$ cat src/rtl/psum_drain.sv
// Conv-kernel output stage: drains partial sums from the psum FIFO, adds bias,
// round-half-up shifts and saturates to OUT_W. Define PSUM_DRAIN_RELU_EN for ReLU.
module psum_drain #(
  parameter int DATA_W  = 28,
  parameter int OUT_W   = 8,
  parameter int BIAS_W  = 16,
  parameter int SHIFT_W = 5,
  parameter int CNT_W   = 12
) (
  input  logic                      clk,
  input  logic                      rst_n,
  input  logic                      start,
  input  logic [CNT_W-1:0]          num_pix,
  input  logic signed [BIAS_W-1:0]  bias,
  input  logic [SHIFT_W-1:0]        shift,
  input  logic                      fifo_empty,
  output logic                      fifo_rd_en,
  input  logic signed [DATA_W-1:0]  fifo_data,
  output logic signed [OUT_W-1:0]   out_data,
  output logic                      out_valid,
  input  logic                      out_ready,
  output logic                      busy,
  output logic                      done
);

  localparam int AW        = DATA_W + 2;
  localparam int SAT_MAX_I = (1 << (OUT_W - 1)) - 1;
  localparam int SAT_MIN_I = -(1 << (OUT_W - 1));
  localparam logic signed [AW-1:0] SAT_MAX = AW'(SAT_MAX_I);
  localparam logic signed [AW-1:0] SAT_MIN = AW'(SAT_MIN_I);

  typedef enum logic [1:0] {S_IDLE = 2'd0, S_RUN = 2'd1, S_FLUSH = 2'd2} state_t;

  function automatic logic signed [AW-1:0] round_shift(
    input logic signed [DATA_W-1:0] d,
    input logic signed [BIAS_W-1:0] b,
    input logic [SHIFT_W-1:0]       sh
  );
    logic signed [AW-1:0] s;
    logic signed [AW-1:0] rnd;
    s   = AW'(d) + AW'(b);
    rnd = '0;
    if (sh != '0) rnd = AW'(1) << (sh - SHIFT_W'(1));
    s = s + rnd;
    return s >>> sh;
  endfunction

  function automatic logic signed [OUT_W-1:0] sat(input logic signed [AW-1:0] r_in);
    logic signed [AW-1:0] r;
    r = r_in;
`ifdef PSUM_DRAIN_RELU_EN
    if (r[AW-1]) r = '0;
`endif
    if (r > SAT_MAX) r = SAT_MAX;
    else if (r < SAT_MIN) r = SAT_MIN;
    return OUT_W'(r);
  endfunction

  state_t                   state_q, state_d;
  logic [CNT_W-1:0]         issued_q, issued_d;
  logic [CNT_W-1:0]         npix_q, npix_d;
  logic signed [BIAS_W-1:0] bias_q, bias_d;
  logic [SHIFT_W-1:0]       shift_q, shift_d;
  logic                     inflight_q;
  logic signed [OUT_W-1:0]  buf0_q, buf0_d, buf1_q, buf1_d;
  logic [1:0]               cnt_q, cnt_d;

  logic                     pop;
  logic [2:0]               occ;
  logic                     room;
  logic signed [OUT_W-1:0]  res;

  assign out_data  = buf0_q;
  assign out_valid = (cnt_q != 2'd0);
  assign pop       = out_valid & out_ready;
  // Occupancy counts the word still in flight from the FIFO's registered read.
  assign occ       = {1'b0, cnt_q} + {2'b00, inflight_q};
  assign room      = occ < (3'd2 + {2'b00, pop});
  assign res       = sat(round_shift(fifo_data, bias_q, shift_q));

  always_comb begin
    state_d    = state_q;
    npix_d     = npix_q;
    bias_d     = bias_q;
    shift_d    = shift_q;
    done       = 1'b0;
    fifo_rd_en = (state_q == S_RUN) && !fifo_empty && (issued_q < npix_q) && room;
    issued_d   = fifo_rd_en ? issued_q + CNT_W'(1) : issued_q;
    case (state_q)
      S_IDLE: begin
        if (start) begin
          state_d  = S_RUN;
          issued_d = '0;
          npix_d   = num_pix;
          bias_d   = bias;
          shift_d  = shift;
        end
      end
      S_RUN: begin
        if (issued_q == npix_q) state_d = S_FLUSH;
      end
      S_FLUSH: begin
        if (!inflight_q && cnt_q == 2'd0) begin
          state_d = S_IDLE;
          done    = 1'b1;
        end
      end
      default: state_d = S_IDLE;
    endcase
    busy = (state_q != S_IDLE) && !done;
  end

  // Two-entry in-order output buffer; push is the captured FIFO word.
  always_comb begin
    buf0_d = buf0_q;
    buf1_d = buf1_q;
    cnt_d  = cnt_q;
    case ({inflight_q, pop})
      2'b10: begin
        if (cnt_q == 2'd0) buf0_d = res;
        else               buf1_d = res;
        cnt_d = cnt_q + 2'd1;
      end
      2'b01: begin
        buf0_d = buf1_q;
        cnt_d  = cnt_q - 2'd1;
      end
      2'b11: begin
        if (cnt_q == 2'd1) begin
          buf0_d = res;
        end else begin
          buf0_d = buf1_q;
          buf1_d = res;
        end
      end
      default: ;
    endcase
  end

  always_ff @(posedge clk or negedge rst_n) begin
    if (!rst_n) begin
      state_q    <= S_IDLE;
      issued_q   <= '0;
      npix_q     <= '0;
      bias_q     <= '0;
      shift_q    <= '0;
      inflight_q <= 1'b0;
      buf0_q     <= '0;
      buf1_q     <= '0;
      cnt_q      <= 2'd0;
    end else begin
      state_q    <= state_d;
      issued_q   <= issued_d;
      npix_q     <= npix_d;
      bias_q     <= bias_d;
      shift_q    <= shift_d;
      inflight_q <= fifo_rd_en;
      buf0_q     <= buf0_d;
      buf1_q     <= buf1_d;
      cnt_q      <= cnt_d;
    end
  end

endmodule
$ cat config.mk
export PLATFORM = sky130hd
export DESIGN_NAME = psum_drain
export DESIGN_NICKNAME = d
export VERILOG_FILES = /design/src/rtl/psum_drain.sv
export SDC_FILE = /design/constraint.sdc
export NUM_CORES = 1
export LEC_CHECK = 0
export CELL_PAD_IN_SITES_DETAIL_PLACEMENT = 1
export CELL_PAD_IN_SITES_GLOBAL_PLACEMENT = 1
export CORE_AREA = 3 3 145 147
export CTS_CLUSTER_SIZE = 25
export DETAILED_ROUTE_END_ITERATION = 7
export DIE_AREA = 0 0 148 150
export DONT_BUFFER_PORTS = 1
export GPL_ROUTABILITY_DRIVEN = 0
export HOLD_SLACK_MARGIN = 0.15
export PLACE_DENSITY_LB_ADDON = 0.2
export SYNTH_ARGS = -nofsm -noshare
export SYNTH_HDL_FRONTEND = slang
export SYNTH_SLANG_ARGS = --single-unit
export TNS_END_PERCENT = 100
$ cat constraint.sdc
create_clock -name clk -period 6.35 [get_ports clk]
set_input_delay 0.3175 -clock clk [delete_from_list [all_inputs] [get_ports clk]]
set_output_delay 0.3175 -clock clk [all_outputs]
set_load 0.005 [all_outputs]
==> results.sh <==
export IMPL_status="finished clean"
export IMPL_final_area_um2=10700
export IMPL_crit_path_end_kind="register"
export IMPL_num_io_pins=78
export IMPL_n_antenna_cell=0
export IMPL_dr_first_iter_drc_count=952
export IMPL_max_freq_mhz=161
export IMPL_power_density_nw_per_um2=288
export IMPL_dp_cells=1465
export IMPL_finalHoldViolCount=0
export IMPL_setup_viol=0
export IMPL_cts_htree_levels=3
export IMPL_synth_async_reset_ratio_pct=100
export IMPL_cts_buffers=9
export IMPL_fp_dieW_um=148
export IMPL_clock_path_buffers=2
export IMPL_die_h_um=150
export IMPL_final_core_util_pct=53.4
export IMPL_maxSlewHeadroom_pct=29.0
export IMPL_post_route_period_util_pct=97.7
export IMPL_ys_flop_type="dfrtp_1"
export IMPL_grt_pass1_vias=9692
export IMPL_wire_per_inst_um=22.5
export IMPL_syn_nets=1304
export IMPL_crit_path_max_fanout=16
export IMPL_core_region_area_um2=20000
export IMPL_ys_ff_latch=66
export IMPL_antenna_found_initial=0
export IMPL_clkTransAtPathRegs_ns=0.07
export IMPL_dr_pass1_iters=7
export IMPL_layout_drive_gt1_share_pct=18.3
export IMPL_fin_skew_ns=0.0162
export IMPL_via_per_inst=6.27
export IMPL_finalPower_mw=3.07
export IMPL_fill_cells=2483
export IMPL_final_cell_mix="152 x nand2_1, 120 x inv_1, 110 x buf_4, 87 x nor2_1, 67 x a21oi_1"
export IMPL_fin_nets=1398
export IMPL_synth_cell_types=96
export IMPL_wl_um=34300
export IMPL_cp_required_ns=6.61
export IMPL_clkLatencyLatePin_ns=0.35
export IMPL_grt_ovfl_total=0
export IMPL_maxCapViolations=0
export IMPL_syn_inst=1160
export IMPL_track_usage_pct=30.3
export IMPL_synth_edf_count=0
export IMPL_fin_crit_ns=6.21
export IMPL_ys_seq_area_share_pct=18.5
export IMPL_syn_mean_instance_area_um2=7.70
export IMPL_p_leak_nw=4.67
export IMPL_ctsRootBufferMaster="clkbuf_16"
export IMPL_area_growth_pct=19.6
export IMPL_ir_worst_vdd_uv=146
export IMPL_cts_sinks=66
export IMPL_synth_warnings=0
export IMPL_vias=9586
export IMPL_dp_hpwl_um=26300
export IMPL_drc=0
export IMPL_start_util_pct=44.6
export IMPL_fin_cells=1529
export IMPL_worstMarginPinSlew_ns=1.06
export IMPL_fp_dieArea_um2=22200
export IMPL_cp_arrival_ns=6.47
export IMPL_grt_pass1_wl_um=53500
export IMPL_rows=52
export IMPL_layout_commonest_cell="nand2_1"
export IMPL_synth_area_um2=8940
export IMPL_ant_nets=0
export IMPL_tritoncts="yes"
export IMPL_hold_class="in -> reg"
export IMPL_holdWs_ns=0.165
export IMPL_start_kind="register"
export IMPL_place_area_um2=9740
export IMPL_worst_setup_path_type="reg -> reg"
export IMPL_grt_max_degree=67
export IMPL_finalMaxSlewViolations=0
export IMPL_numPortBuffers=0
worst paths after layout:
path / from / endpoint / slack (ns) / depth (start not counted)
setup / recovery: shift_q[0]$_DFFE_PN0P_ / out_data[5]$_DFFE_PN0P_ / 0.14 / 19
hold / removal: shift[2] / shift_q[2]$_DFFE_PN0P_ / 0.16 / 2
setup reg to reg: shift_q[0]$_DFFE_PN0P_ / out_data[5]$_DFFE_PN0P_ / 0.14 / 19
hold reg to reg: npix_q[0]$_DFFE_PN0P_ / npix_q[0]$_DFFE_PN0P_ / 0.52 / 1
max in group asynchronous: rst_n / shift_q[0]$_DFFE_PN0P_ / 5.48 / 2
min in group asynchronous: rst_n / bias_q[15]$_DFFE_PN0P_ / 0.50 / 2
worst max-delay path: stages (launching register included):
cell,delay [ns]
dfrtp_1,0.41
inv_1,0.12
buf_4,0.28
nand2_1,0.23
nor2_2,0.27
fa_1,0.46
ha_1,0.37
o211ai_1,0.34
o211ai_2,0.17
buf_4,0.19
a21oi_2,0.31
mux2i_1,0.29
o211ai_1,0.24
mux4_2,0.57
mux4_2,0.52
a2111oi_2,0.37
nand4_1,0.19
and2_1,0.22
or2_1,0.33
a211oi_2,0.26
area by class of cell:
cell class | count | area, um^2 | share of cell area (%)
multi-input cells | 907 | 6670 | 62.4
flip-flops and latches | 66 | 1660 | 15.5
clock inverters | 7 | 100 | 0.936
repair buffers | 146 | 1230 | 11.5
clock buffers | 9 | 225 | 2.11
well taps | 270 | 338 | 3.16
inverters | 124 | 473 | 4.42
what timing repair did:
action                                 4_1_cts  5_1_grt
gates resized for setup                      2       40
pin swaps                                    0        4
hold buffers                                32        0
setup buffers                                0       16
endpoints found under the hold margin       96        0
setup endpoints to repair                   13       14
per-stage QoR:
stage,setup WS [ns],setup TNS (ns)
3_5_place_dp,-0.171,-1.49
5_1_grt,-0.0293,-0.0418
2_1_floorplan,0.0387,0
6_report,0.144,0
3_3_place_gp,-0.142,-1.04
4_1_cts,-0.000927,-0.000927
layer usage:
| layer | track usage (%) | wire (um) | share of wire (%) | vias to the layer above |
|---|---|---|---|---|
| li1 | - | - | - | 4356 |
| met1 | 40.8 | 14700 | 43 | 4752 |
| met2 | 48.8 | 16000 | 46 | 392 |
| met3 | 5.45 | 2390 | 7.0 | 86 |
| met4 | 10.9 | 1280 | 3.7 | 0 |
| met5 | 0 | 0 | 0 | - |
cell families (layout without fill, tap and decap cells):
family / Yosys count / count (layout) / share of synthesized area, %
AND/OR/NAND/NOR: 408 / 408 / 21.6
multiplexers: 58 / 58 / 8.47
adder cells (fa/ha/maj): 78 / 78 / 13.4
buffers and inverters: 187 / 286 / 8.58
AO/OA/AOI/OAI: 329 / 329 / 25.9
XOR/XNOR: 34 / 34 / 3.50
flip-flops: 66 / 66 / 18.5
where the power goes:
group          leakage [nW]  switching, mW  internal (mW)
sequential            0.765         0.0832          0.513
combinational          3.75           1.14          0.767
clock                 0.160          0.219          0.348
synth_stat cells (all sizes together), types with 4 or more instances:
master   instances  share of area [%]
a2111oi          6               0.74
a211o            5               0.49
a211oi          21                2.0
a21o            16                1.3
a21oi           77                4.6
a221oi           6               0.66
a22oi           10               0.84
a31oi           10               0.70
a32oi            4               0.39
and2            11               0.77
and3             6               0.48
and4             6               0.59
buf             32                2.1
clkbuf          31                1.3
dfrtp           66                 18
fa              30                6.7
ha              48                6.7
inv            124                5.2
mux2            11                1.4
mux2i           34                3.8
mux4            13                3.3
nand2          154                6.5
nand2b           9               0.63
nand3           20                1.1
nand4           26                1.8
nor2            95                4.0
nor2b            5               0.35
nor3            33                1.9
nor4            14                1.0
o2111ai          4               0.39
o211ai          23                2.0
o21a            10               0.84
o21ai           71                4.0
o221ai           7               0.76
o22a             7               0.69
o22ai            5               0.35
o31ai            7               0.64
or2              4               0.28
or3             12               0.84
xnor2           20                2.0
xor2            14                1.5
sequential cells by signal, summed over array words and instances, names as in the netlist:
register    cells
out_data        8
shift_q         5
issued_q       12
inflight_q      1
buf1_q          8
state_q         2
bias_q         16
cnt_q           2
npix_q         12
(Power assumes the default switching activity.)
